**src/rtl/mem_arbiter_pkg.sv**
```systemverilog
// Shared types for the two-port memory arbiter: FSM states, requester ids, counter width.
package mem_arbiter_pkg;

  typedef enum logic {
    ARB_IDLE = 1'b0,
    ARB_WAIT = 1'b1
  } arb_state_t;

  typedef enum logic {
    REQ_I = 1'b0,
    REQ_D = 1'b1
  } req_id_t;

  // Wide enough for the largest supported latency (15).
  localparam int CNT_W = 4;

  function automatic logic misaligned(input logic [1:0] lo);
    return lo != 2'b00;
  endfunction

endpackage

```
**src/rtl/mem_arb_pick.sv**
```systemverilog
// Grant selection between fetch and data requesters; on a collision the requester
// that was not granted last wins.
module mem_arb_pick
  import mem_arbiter_pkg::*;
(
  input  logic    i_req,
  input  logic    d_req,
  input  req_id_t last,
  output logic    i_pick,
  output logic    d_pick
);

  always_comb begin
    i_pick = 1'b0;
    d_pick = 1'b0;
    if (i_req && d_req) begin
      if (last == REQ_I) d_pick = 1'b1;
      else               i_pick = 1'b1;
    end else if (d_req) begin
      d_pick = 1'b1;
    end else if (i_req) begin
      i_pick = 1'b1;
    end
  end

endmodule

```
**src/rtl/mem_arbiter.sv**
```systemverilog
// Fetch/data arbiter in front of a single-port memory with fixed read latency.
// Define MEM_ARB_RR_EN for round-robin arbitration; otherwise data has fixed priority.
module mem_arbiter
  import mem_arbiter_pkg::*;
#(
  parameter int AWIDTH = 32,
  parameter int DWIDTH = 32,
  parameter int LAT    = 1
) (
  input  logic              clk,
  input  logic              reset,
  input  logic              i_req,
  input  logic [AWIDTH-1:0] i_addr,
  output logic              i_gnt,
  output logic              i_rvalid,
  output logic [DWIDTH-1:0] i_rdata,
  output logic              i_err,
  input  logic              d_req,
  input  logic              d_we,
  input  logic [AWIDTH-1:0] d_addr,
  input  logic [DWIDTH-1:0] d_wdata,
  output logic              d_gnt,
  output logic              d_rvalid,
  output logic [DWIDTH-1:0] d_rdata,
  output logic              d_err,
  output logic [AWIDTH-1:0] mem_addr,
  output logic [DWIDTH-1:0] mem_wdata,
  output logic              mem_read_en,
  output logic              mem_write_en,
  input  logic [DWIDTH-1:0] mem_rdata,
  output logic              busy
);

  localparam logic [CNT_W-1:0] LAT_M1 = CNT_W'(LAT - 1);

  arb_state_t        state, state_nxt;
  logic [CNT_W-1:0]  cnt, cnt_nxt;
  req_id_t           last;
  req_id_t           owner;
  logic [DWIDTH-1:0] rdata_q;
  logic              err_q;
  logic              i_pick, d_pick;
  logic              done, can_grant, gnt_any, mis;

  assign done      = (state == ARB_WAIT) && (cnt == '0);
  assign can_grant = (state == ARB_IDLE) || done;
  assign i_gnt     = can_grant && i_pick;
  assign d_gnt     = can_grant && d_pick;
  assign gnt_any   = i_gnt || d_gnt;
  assign mis       = d_gnt ? misaligned(d_addr[1:0]) : misaligned(i_addr[1:0]);

`ifdef MEM_ARB_RR_EN
  always_ff @(posedge clk or posedge reset) begin
    if (reset)      last <= REQ_I;
    else if (i_gnt) last <= REQ_I;
    else if (d_gnt) last <= REQ_D;
  end
`else
  // Pretending fetch always went last gives data fixed priority.
  assign last = REQ_I;
`endif

  mem_arb_pick u_pick (
    .i_req  (i_req),
    .d_req  (d_req),
    .last   (last),
    .i_pick (i_pick),
    .d_pick (d_pick)
  );

  always_ff @(posedge clk or posedge reset) begin
    if (reset) begin
      state <= ARB_IDLE;
      cnt   <= '0;
    end else begin
      state <= state_nxt;
      cnt   <= cnt_nxt;
    end
  end

  always_comb begin
    state_nxt = state;
    cnt_nxt   = cnt;
    case (state)
      ARB_IDLE: begin
        if (gnt_any) begin
          state_nxt = ARB_WAIT;
          cnt_nxt   = LAT_M1;
        end
      end
      ARB_WAIT: begin
        if (gnt_any)         cnt_nxt   = LAT_M1;
        else if (cnt == '0)  state_nxt = ARB_IDLE;
        else                 cnt_nxt   = cnt - 1'b1;
      end
      default: state_nxt = ARB_IDLE;
    endcase
  end

  always_comb begin
    mem_addr     = '0;
    mem_wdata    = '0;
    mem_read_en  = 1'b0;
    mem_write_en = 1'b0;
    if (d_gnt) begin
      mem_addr     = d_addr;
      mem_wdata    = d_we ? d_wdata : '0;
      mem_read_en  = !d_we && !mis;
      mem_write_en = d_we && !mis;
    end else if (i_gnt) begin
      mem_addr    = i_addr;
      mem_read_en = !mis;
    end
    busy     = (state == ARB_WAIT);
    i_rvalid = done && (owner == REQ_I);
    d_rvalid = done && (owner == REQ_D);
    i_rdata  = i_rvalid ? rdata_q : '0;
    d_rdata  = d_rvalid ? rdata_q : '0;
    i_err    = i_rvalid && err_q;
    d_err    = d_rvalid && err_q;
  end

  // Memory data is only valid in the grant cycle, so it is captured there.
  always_ff @(posedge clk or posedge reset) begin
    if (reset) begin
      owner   <= REQ_I;
      rdata_q <= '0;
      err_q   <= 1'b0;
    end else if (gnt_any) begin
      owner   <= d_gnt ? REQ_D : REQ_I;
      rdata_q <= mem_read_en ? mem_rdata : '0;
      err_q   <= mis;
    end
  end

endmodule

```
**config.mk**
```make
export PLATFORM = sky130hd
export DESIGN_NAME = mem_arbiter
export DESIGN_NICKNAME = d
export VERILOG_FILES = /design/src/rtl/mem_arbiter_pkg.sv /design/src/rtl/mem_arb_pick.sv /design/src/rtl/mem_arbiter.sv
export SDC_FILE = /design/constraint.sdc
export NUM_CORES = 1
export LEC_CHECK = 0
export CORE_AREA = 5 5 101 103
export CTS_CLUSTER_DIAMETER = 30
export DETAILED_ROUTE_END_ITERATION = 8
export DIE_AREA = 0 0 106 108
export PLACE_DENSITY_LB_ADDON = 0.25
export SLEW_MARGIN = 10
export SYNTH_ARGS = -nofsm -noshare
export SYNTH_HDL_FRONTEND = slang
export SYNTH_SLANG_ARGS = --single-unit
```
**constraint.sdc**
```tcl
create_clock -name clk -period 4 [get_ports clk]
set_input_delay 0.4 -clock clk [delete_from_list [all_inputs] [get_ports clk]]
set_output_delay 0.4 -clock clk [all_outputs]
set_load 0.03 [all_outputs]
```
Word level (Yosys, flattened, before mapping)
Cells that the tools add are included.

word-level totals
  logic and storage cells = 53
  flip-flop bits (word level) = 39
  input port bits = 133

operators by class
  muxes and demuxes = 25
  equal/unequal tests = 2
  bitwise operators = 2
  $add $sub $neg = 1
  reductions and logical operators = 18

operators with widths
  cell                   number
  $mux W32               7
  $mux W1                13
  $mux W4                3
  $logic_and A1 B1 Y1    10
  $pmux W4 S2            1
  $logic_not A4 Y1       1
  $reduce_bool A2 Y1     2
  $sub A4 B1 Y4 const B  1
  $ne A3 B3 Y1 const B   1
  $logic_not A1 Y1       2
  $logic_or A1 B1 Y1     2
  $ne A2 B2 Y1 const B   1
  $not A1 Y1             2
  $pmux W1 S2            1
  $reduce_and A2 Y1      1

Logic depth before layout (Yosys ltp)
Gate-level depths: netlist of run 1.

  depth after elaboration = 9
  mapped depth = 8
  gate-level depth less buffers = 6

Hierarchy
Synthesis of run 1 repeated with hierarchy kept, for this count alone.

unflattened totals
  cell total of the unflattened synthesis = 272
  area total of the unflattened synthesis = 2595.0 sq um

by module, submodules not included
  module        sequential area each (sq um)  cells each  area each (sq um)  instances
  mem_arbiter   975.9                         269         2576.2             1
  mem_arb_pick  0.0                           3           18.8               1

Least setup slack after synthesis of run 1
Ideal clock, no wire load.

  path type = reg2out
  start point = register state (netlist: busy)
  end point = output mem_write_en
  path slack = 1274 ps
  stages on the path, launching flop included = 7
  arrival = 2326 ps
  path buffers = 2
  cells stage by stage = dfrtp_1 > nand2b_1 > nand2_1 > buf_2 > clkbuf_1 > nand2_1 > nor3_1

on the way
  word-level cells in the longest chain between the ends = 7

ends and longest elaborated chain
  element                                            line                RTL
  start: declaration                                 mem_arbiter.sv:36   arb_state_t state, state_nxt;
  start signal: assignment                           mem_arbiter.sv:76   state <= state_nxt;
  $logic_and A1 B1 Y1 or $not A1 Y1 (tied branches)  -
  $logic_or A1 B1 Y1 (*)                             mem_arbiter.sv:46   assign can_grant = (state == ARB_IDLE) || done;
  $logic_and A1 B1 Y1 (*)                            mem_arbiter.sv:48   assign d_gnt = can_grant && d_pick;
  via d_gnt                                          mem_arbiter.sv:22   output logic d_gnt,
  $mux W1                                            mem_arbiter.sv:50   assign mis = d_gnt ? misaligned(d_addr[1:0]) : misaligned(i_addr[1:0]);
  $logic_not A1 Y1                                   mem_arbiter.sv:109  mem_write_en = d_we && !mis;
  $logic_and A1 B1 Y1                                mem_arbiter.sv:109
  $mux W1 (*)                                        mem_arbiter.sv:105  if (d_gnt) begin
  end: declaration                                   mem_arbiter.sv:29   output logic mem_write_en,

The timed path passes the listed nets; every way through them passes the cells marked *.

Final worst setup path of run 1
  start point = register cnt[0]
  end point = output mem_addr[30]

on the way
  word-level cells in the longest chain between the ends = 6

ends and longest elaborated chain
  element                   line                RTL
  start: declaration        mem_arbiter.sv:37   logic [CNT_W-1:0] cnt, cnt_nxt;
  start signal: assignment  mem_arbiter.sv:77   cnt <= cnt_nxt;
  $logic_not A4 Y1 (*)      mem_arbiter.sv:45   assign done = (state == ARB_WAIT) && (cnt == '0);
  $logic_and A1 B1 Y1 (*)   mem_arbiter.sv:45
  $logic_or A1 B1 Y1 (*)    mem_arbiter.sv:46
  $logic_and A1 B1 Y1       mem_arbiter.sv:47   assign i_gnt = can_grant && i_pick;
  $mux W32                  mem_arbiter.sv:110  end else if (i_gnt) begin
  $mux W32 (*)              mem_arbiter.sv:105
  end: declaration          mem_arbiter.sv:26   output logic [AWIDTH-1:0] mem_addr,

Every way passes the cells marked *; elsewhere a longest branch is shown, timed or not.

==> results of run 1 <==
[flip-flops by register name, indices dropped and copies added (netlist names)]
name	count
owner	1
rdata_q	32
busy	1
cnt	4
err_q	1
[final cells by class]
class                      count  area share [%]
sequential                    39           17.43
clock buffer                   5           1.229
clock inverter                 3          0.7823
inverter                       4          0.2682
timing repair buffer         278           49.53
tap                          111           2.481
multi-input combinational    263           28.27
[power breakdown]
part	leakage, nW	internal, mW	switching [mW]
clock network	0.0581	0.186	0.142
logic	1.82	0.998	1.36
registers	0.482	0.591	0.146
[routing by layer]
layer	vias to the layer above	part of all wire (%)	track usage (%)
li1	1647	-	-
met1	1545	35	21.13
met2	173	52	38.98
met3	27	8.7	6.090
met4	0	4.2	9.713
met5	-	0	0
[worst max-delay path: stages (launching register included)]
cell             delay, ps
dfrtp_1                380
inv_1                  130
ha_1                   200
or3b_4                 430
nand2_2                130
and3b_1                470
buf_12                 230
a22o_1                 150
clkdlybuf4s50_1        680
[worst paths after layout]
check                            start      endpoint  slack, ps  cells after the start
max in group asynchronous        reset   rdata_q[10]       3130                      3
worst max-delay path            cnt[0]  mem_addr[30]        510                      8
min in group clk                cnt[0]        cnt[3]        560                      2
worst min register to register  cnt[0]        cnt[3]        560                      2
worst min-delay path             reset    rdata_q[0]        520                      3
worst max register to register  cnt[0]    rdata_q[9]       1340                      7
[synth_stat cells]
| master | instances | share of area, % |
|---|---|---|
| nor2_1 | 70 | 9.7 |
| and2_1 | 66 | 15 |
| dfrtp_1 | 39 | 36 |
| a22o_1 | 33 | 11 |
| nor3_1 | 33 | 6.1 |
| and3_1 | 32 | 7.4 |
| clkbuf_1 | 17 | 2.4 |
| buf_2 | 6 | 1.1 |
| buf_4 | 6 | 1.7 |
| inv_1 | 4 | 0.56 |
| nand2_1 | 4 | 0.56 |
| a21o_1 | 2 | 0.56 |
| a21oi_1 | 2 | 0.37 |
| ha_1 | 2 | 0.93 |
| nand2b_1 | 2 | 0.46 |
| or2_2 | 2 | 0.46 |
| a21oi_4 | 1 | 0.60 |
| and3b_1 | 1 | 0.32 |
| buf_1 | 1 | 0.14 |
| mux2i_1 | 1 | 0.37 |
| nand2_2 | 1 | 0.23 |
| nand3_1 | 1 | 0.19 |
| nand4bb_1 | 1 | 0.42 |
| nor4_1 | 1 | 0.23 |
| nor4_2 | 1 | 0.46 |
| nor4b_2 | 1 | 0.56 |
| o211a_2 | 1 | 0.37 |
| o22ai_1 | 1 | 0.23 |
| or3_1 | 1 | 0.23 |
| or3b_4 | 1 | 0.42 |
| xnor2_1 | 1 | 0.32 |
| xor2_1 | 1 | 0.32 |
[kinds of logic after synthesis]
| group | count (synthesis) |
|---|---|
| mux | 1 |
| fa+ha+maj | 2 |
| flops | 39 |
| xor+xnor | 2 |
| buf+inv | 34 |
| simple gates | 218 |
| compound gates | 40 |
==> reports/metrics.yaml, run 1 <==
die:
  die-area_um2: 11450
  start_util_pct: 29.60
  io_pins: 270
  coreArea_um2: 9109
  die_h_um: 108
  die_x_um: 106
  rows: 35
critical_path:
  crit_path_start_kind: "flip-flop"
  critPathMaxFanout: 24
  setup.worst_path.class: "reg2out"
  endpoint_kind: "primary output"
  required_ps: 3600
  worstPathArrival_ps: 3090
clock_tree:
  cts.repair.resized: 0
  clock_latency_ps: 290
  h-tree-depth: 2
  cts_setup_buffers: 0
  clock-sinks: 39
  cts_hold_buf: 0
  clockBufferDepth: 2
  cts_buffers: 5
  root_buffer: "clkbuf_8"
  clk_pin_slew_ps: 80
  cts_tree: "done"
timing:
  fin_setup_tns_ps: 0
  whs_ps: 523.0
  rsz0062_at_grt: "no"
  finalHoldViolCount: 0
  slew_headroom_pct: 54.58
  fmax_mhz: 286.5
  finalCritPeriodShare_pct: 87.26
  maxSlewViolCount: 0
  setup_viol: 0
  tightest_slew_ps: 681.4
  worst_slack_ps: 509.5
  finClkSkew_ps: 6.872
  period_needed_ps: 3491
cells_and_area:
  layout-drive-gt1-share_pct: 4.392
  seqCellArea_um2: 975.9
  multi_input_area_um2: 1583
  finalNetCount: 726
  syn2layout_area_growth_pct: 107.6
  layout_common_cells: "269 x clkdlybuf4s50_1, 70 x nor2_1, 66 x and2_1, 39 x dfrtp_1"
  fillers: 795
  final_util_pct: 61.46
  final_common_cell: "clkdlybuf4s50_1"
  final_cells: 703
  final_area_um2: 5598
  antenna_cells: 0
placement:
  gp_congestion: 0.9099
  io_buffer_count: 269
  place_inst: 695
  post-place-ws_ps: 737.2
  dp_hpwl_um: 10520
  place_area_um2: 5485
logic_synthesis:
  synth-compound-area-share_pct: 12.85
  synthMuxAreaShare_pct: 0.3712
  synth-simple-area-share_pct: 43.16
  syn_avg_cell_area_um2: 8.025
  synth_xor_area_share_pct: 0.6497
  synth_nets: 471
  synth_area_um2: 2696
  ys_ff_latch: 39
  synth_top_family_by_area: "simple AND/OR/NAND/NOR gates"
  yosysWarnings: 0
  yosysSeqAreaShare_pct: 36.19
  syn_inst: 336
  synth_fa_ha_area_share_pct: 0.9281
  ys_types: 32
drt:
  remaining_drc_errors: 0
  drtIter0Drc: 106
  first_pass_iters: 4
  wirelength_um: 12640
  via_per_inst: 4.825
  drtAntennaViolNets: 0
  vias: 3392
  wire_per_inst_um: 17.99
flow_run:
  drv_cap: 0
power_and_ir_drop:
  total_power_mw: 3.420
  ir_drop_mv: 0.3836
  power.density_nw_per_um2: 611.0
  leakage_nw: 2.363
global_routing:
  grtUsageTotal_pct: 20.74
  grt_pass1_wl_um: 18420
  antenna_found_initial: 0
  grt_max_degree: 40
  grt_pass1_vias: 3426
  overflow: 0
min_path:
  hold_path.class: "in2async"
run_status:
  outcome: "finished clean"
Power figures use the tool's default switching activity.
==> run 2: changes to the inputs <==
CAP_MARGIN = 25   (was not set)
CORE_AREA = 2 2 104 106   (was 5 5 101 103)
==> reports/metrics.yaml, run 2 (synthesis results as in run 1) <==
cells_and_area:
  layout_common_cells: "269 x clkdlybuf4s50_1, 70 x nor2_1, 66 x and2_1, 39 x dfrtp_1"  # unchanged
  syn2layout_area_growth_pct: 108.8  # was 107.6%
  final_common_cell: "clkdlybuf4s50_1"  # unchanged
  antenna_cells: 0  # unchanged
  final_cells: 727  # was 703
  regMostFlops: "rdata_q"  # unchanged
  reg.largest.list: "rdata_q: 32 flops, cnt: 4 flops"  # unchanged
  largest_reg_flops: 32  # unchanged
  final_area_um2: 5629  # was 5598 um2
  layout-drive-gt1-share_pct: 4.061  # was 4.392%
  finalNetCount: 725  # was 726
drt:
  first_pass_iters: 4  # unchanged
  wirelength_um: 12020  # was 12640 um
  drtAntennaViolNets: 0  # unchanged
  drtIter0Drc: 106  # unchanged
  top_layer: "met4"  # unchanged
  wl_met2_um: 6186  # was 6618 um
  remaining_drc_errors: 0  # unchanged
  wire_per_inst_um: 16.53  # was 17.99 um
  wl_met1_um: 4287  # was 4394 um
  vias: 3401  # was 3392
  met3_length_um: 1010  # was 1101 um
  via_per_inst: 4.678  # was 4.825
die:
  rows: 37  # was 35
  die_x_um: 106  # unchanged
  coreArea_um2: 10230  # was 9109 um2
  die_h_um: 108  # unchanged
  die-area_um2: 11450  # unchanged
  start_util_pct: 26.35  # was 29.60%
  io_pins: 270  # unchanged
global_routing:
  grt_pass1_vias: 3375  # was 3426
  overflow: 0  # unchanged
  grt_pass1_wl_um: 17500  # was 18420 um
  grtUsageTotal_pct: 19.64  # was 20.74%
  grt_max_degree: 41  # was 40
  antenna_found_initial: 0  # unchanged
clock_tree:
  clockBufferDepth: 2  # unchanged
  clock-sinks: 39  # unchanged
  h-tree-depth: 2  # unchanged
  cts_tree: "done"  # unchanged
  cts_setup_buffers: 0  # unchanged
  cts_buffers: 5  # unchanged
  clk_pin_slew_ps: 80  # about the same
  clock_latency_ps: 290  # about the same
  cts.repair.resized: 0  # unchanged
  root_buffer: "clkbuf_8"  # unchanged
  cts_hold_buf: 0  # unchanged
critical_path:
  critPathMaxFanout: 34  # was 24
  path_cells: "inv_1 -> ha_1 -> or3b_4 -> nand2_2 -> and3b_1 -> buf_4 -> a22o_1 -> clkdlybuf4s50_1"  # was inv_1 -> ha_1 -> or3b_4 -> nand2_2 -> and3b_1 -> buf_12 -> a22o_1 -> clkdlybuf4s50_1
  r2r_start: "cnt[0]"  # unchanged
  endpoint_kind: "primary output"  # unchanged
  required_ps: 3600  # about the same
  critical-path-max-stage-delay_ps: 700  # was 680 ps
  setup.worst_path.class: "reg2out"  # unchanged
  worstRegToRegCells: 7  # unchanged
  worstPathArrival_ps: 2940  # was 3090 ps
  slowest_stage: "clkdlybuf4s50_1"  # unchanged
  crit_path_start_kind: "flip-flop"  # unchanged
  startpoint: "cnt[0]"  # unchanged
placement:
  io_buffer_count: 269  # unchanged
  place_inst: 719  # was 695
  post-place-ws_ps: 766.4  # was 737.2 ps
  dp_hpwl_um: 9826  # was 10520 um
  place_area_um2: 5497  # was 5485 um2
  gp_congestion: 0.8821  # was 0.9099
power_and_ir_drop:
  ir_drop_mv: 0.5471  # was 0.3836 mV
  leakage_nw: 2.359  # was 2.363 nW
  total_power_mw: 3.448  # was 3.420 mW
  power.density_nw_per_um2: 612.6  # was 611.0 nW/um2
timing:
  fin_setup_tns_ps: 0  # unchanged
  finClkSkew_ps: 3.463  # was 6.872 ps
  worst_slack_ps: 660.5  # was 509.5 ps
  finalCritPeriodShare_pct: 83.49  # was 87.26%
  rsz0062_at_grt: "no"  # unchanged
  setup_viol: 0  # unchanged
  maxSlewViolCount: 0  # unchanged
  tightest_slew_ps: 728.3  # was 681.4 ps
  period_needed_ps: 3340  # was 3491 ps
  finalHoldViolCount: 0  # unchanged
  fmax_mhz: 299.4  # was 286.5 MHz
  slew_headroom_pct: 51.45  # was 54.58%
min_path:
  hold_path.class: "in2async"  # unchanged
run_status:
  outcome: "finished clean"  # unchanged
flow_run:
  drv_cap: 0  # unchanged
-- run 2: path summary, 6_finish.rpt --
kind                                end  slack (ps)
setup reg to reg            rdata_q[13]        1240
min in group clk                 cnt[1]         570
max in group asynchronous        cnt[2]        3120
hold / removal              rdata_q[16]         530
setup / recovery           mem_addr[20]         660
hold reg to reg                  cnt[1]         570
-- run 2: through the flow --
stage,hold slack (ps),util [%]
after global routing,587.6,55.02
after detailed placement,552.0,53.72
after CTS,546.0,55.02
final,529.5,55.02
after floorplan,478.6,-
after global placement,540.7,53.72
-- run 2: worst max-delay path: cells and delay by family (launching register included) --
family | cells | cell delay, ps
AO/OA/AOI/OAI | 1 | 180
AND/OR/NAND/NOR | 3 | 730
buffers and inverters | 3 | 1140
adder cells (fa/ha/maj) | 1 | 210
flip-flops | 1 | 390
-- run 2: per-layer routing --
metal / global-route usage [%] / up-vias
met1: 20.36 / 1548
met2: 36.59 / 179
met5: 0 / -
li1: - / 1642
met4: 9.774 / 0
met3: 5.304 / 32
-- run 2: power by group --
part           leakage (nW)  internal [mW]  switching, mW
Combinational          1.81          0.986           1.34
Sequential            0.482          0.592          0.144
Clock                0.0654          0.249          0.137
-- run 2: layout make-up --
cell class                 instances  area [um2]
clock buffer                       6       72.57
tap                              136       170.2
sequential                        39       975.9
timing repair buffer             277        2753
clock inverter                     2       60.06
fill                             924        4602
multi-input combinational        263        1583
inverter                           4       15.01
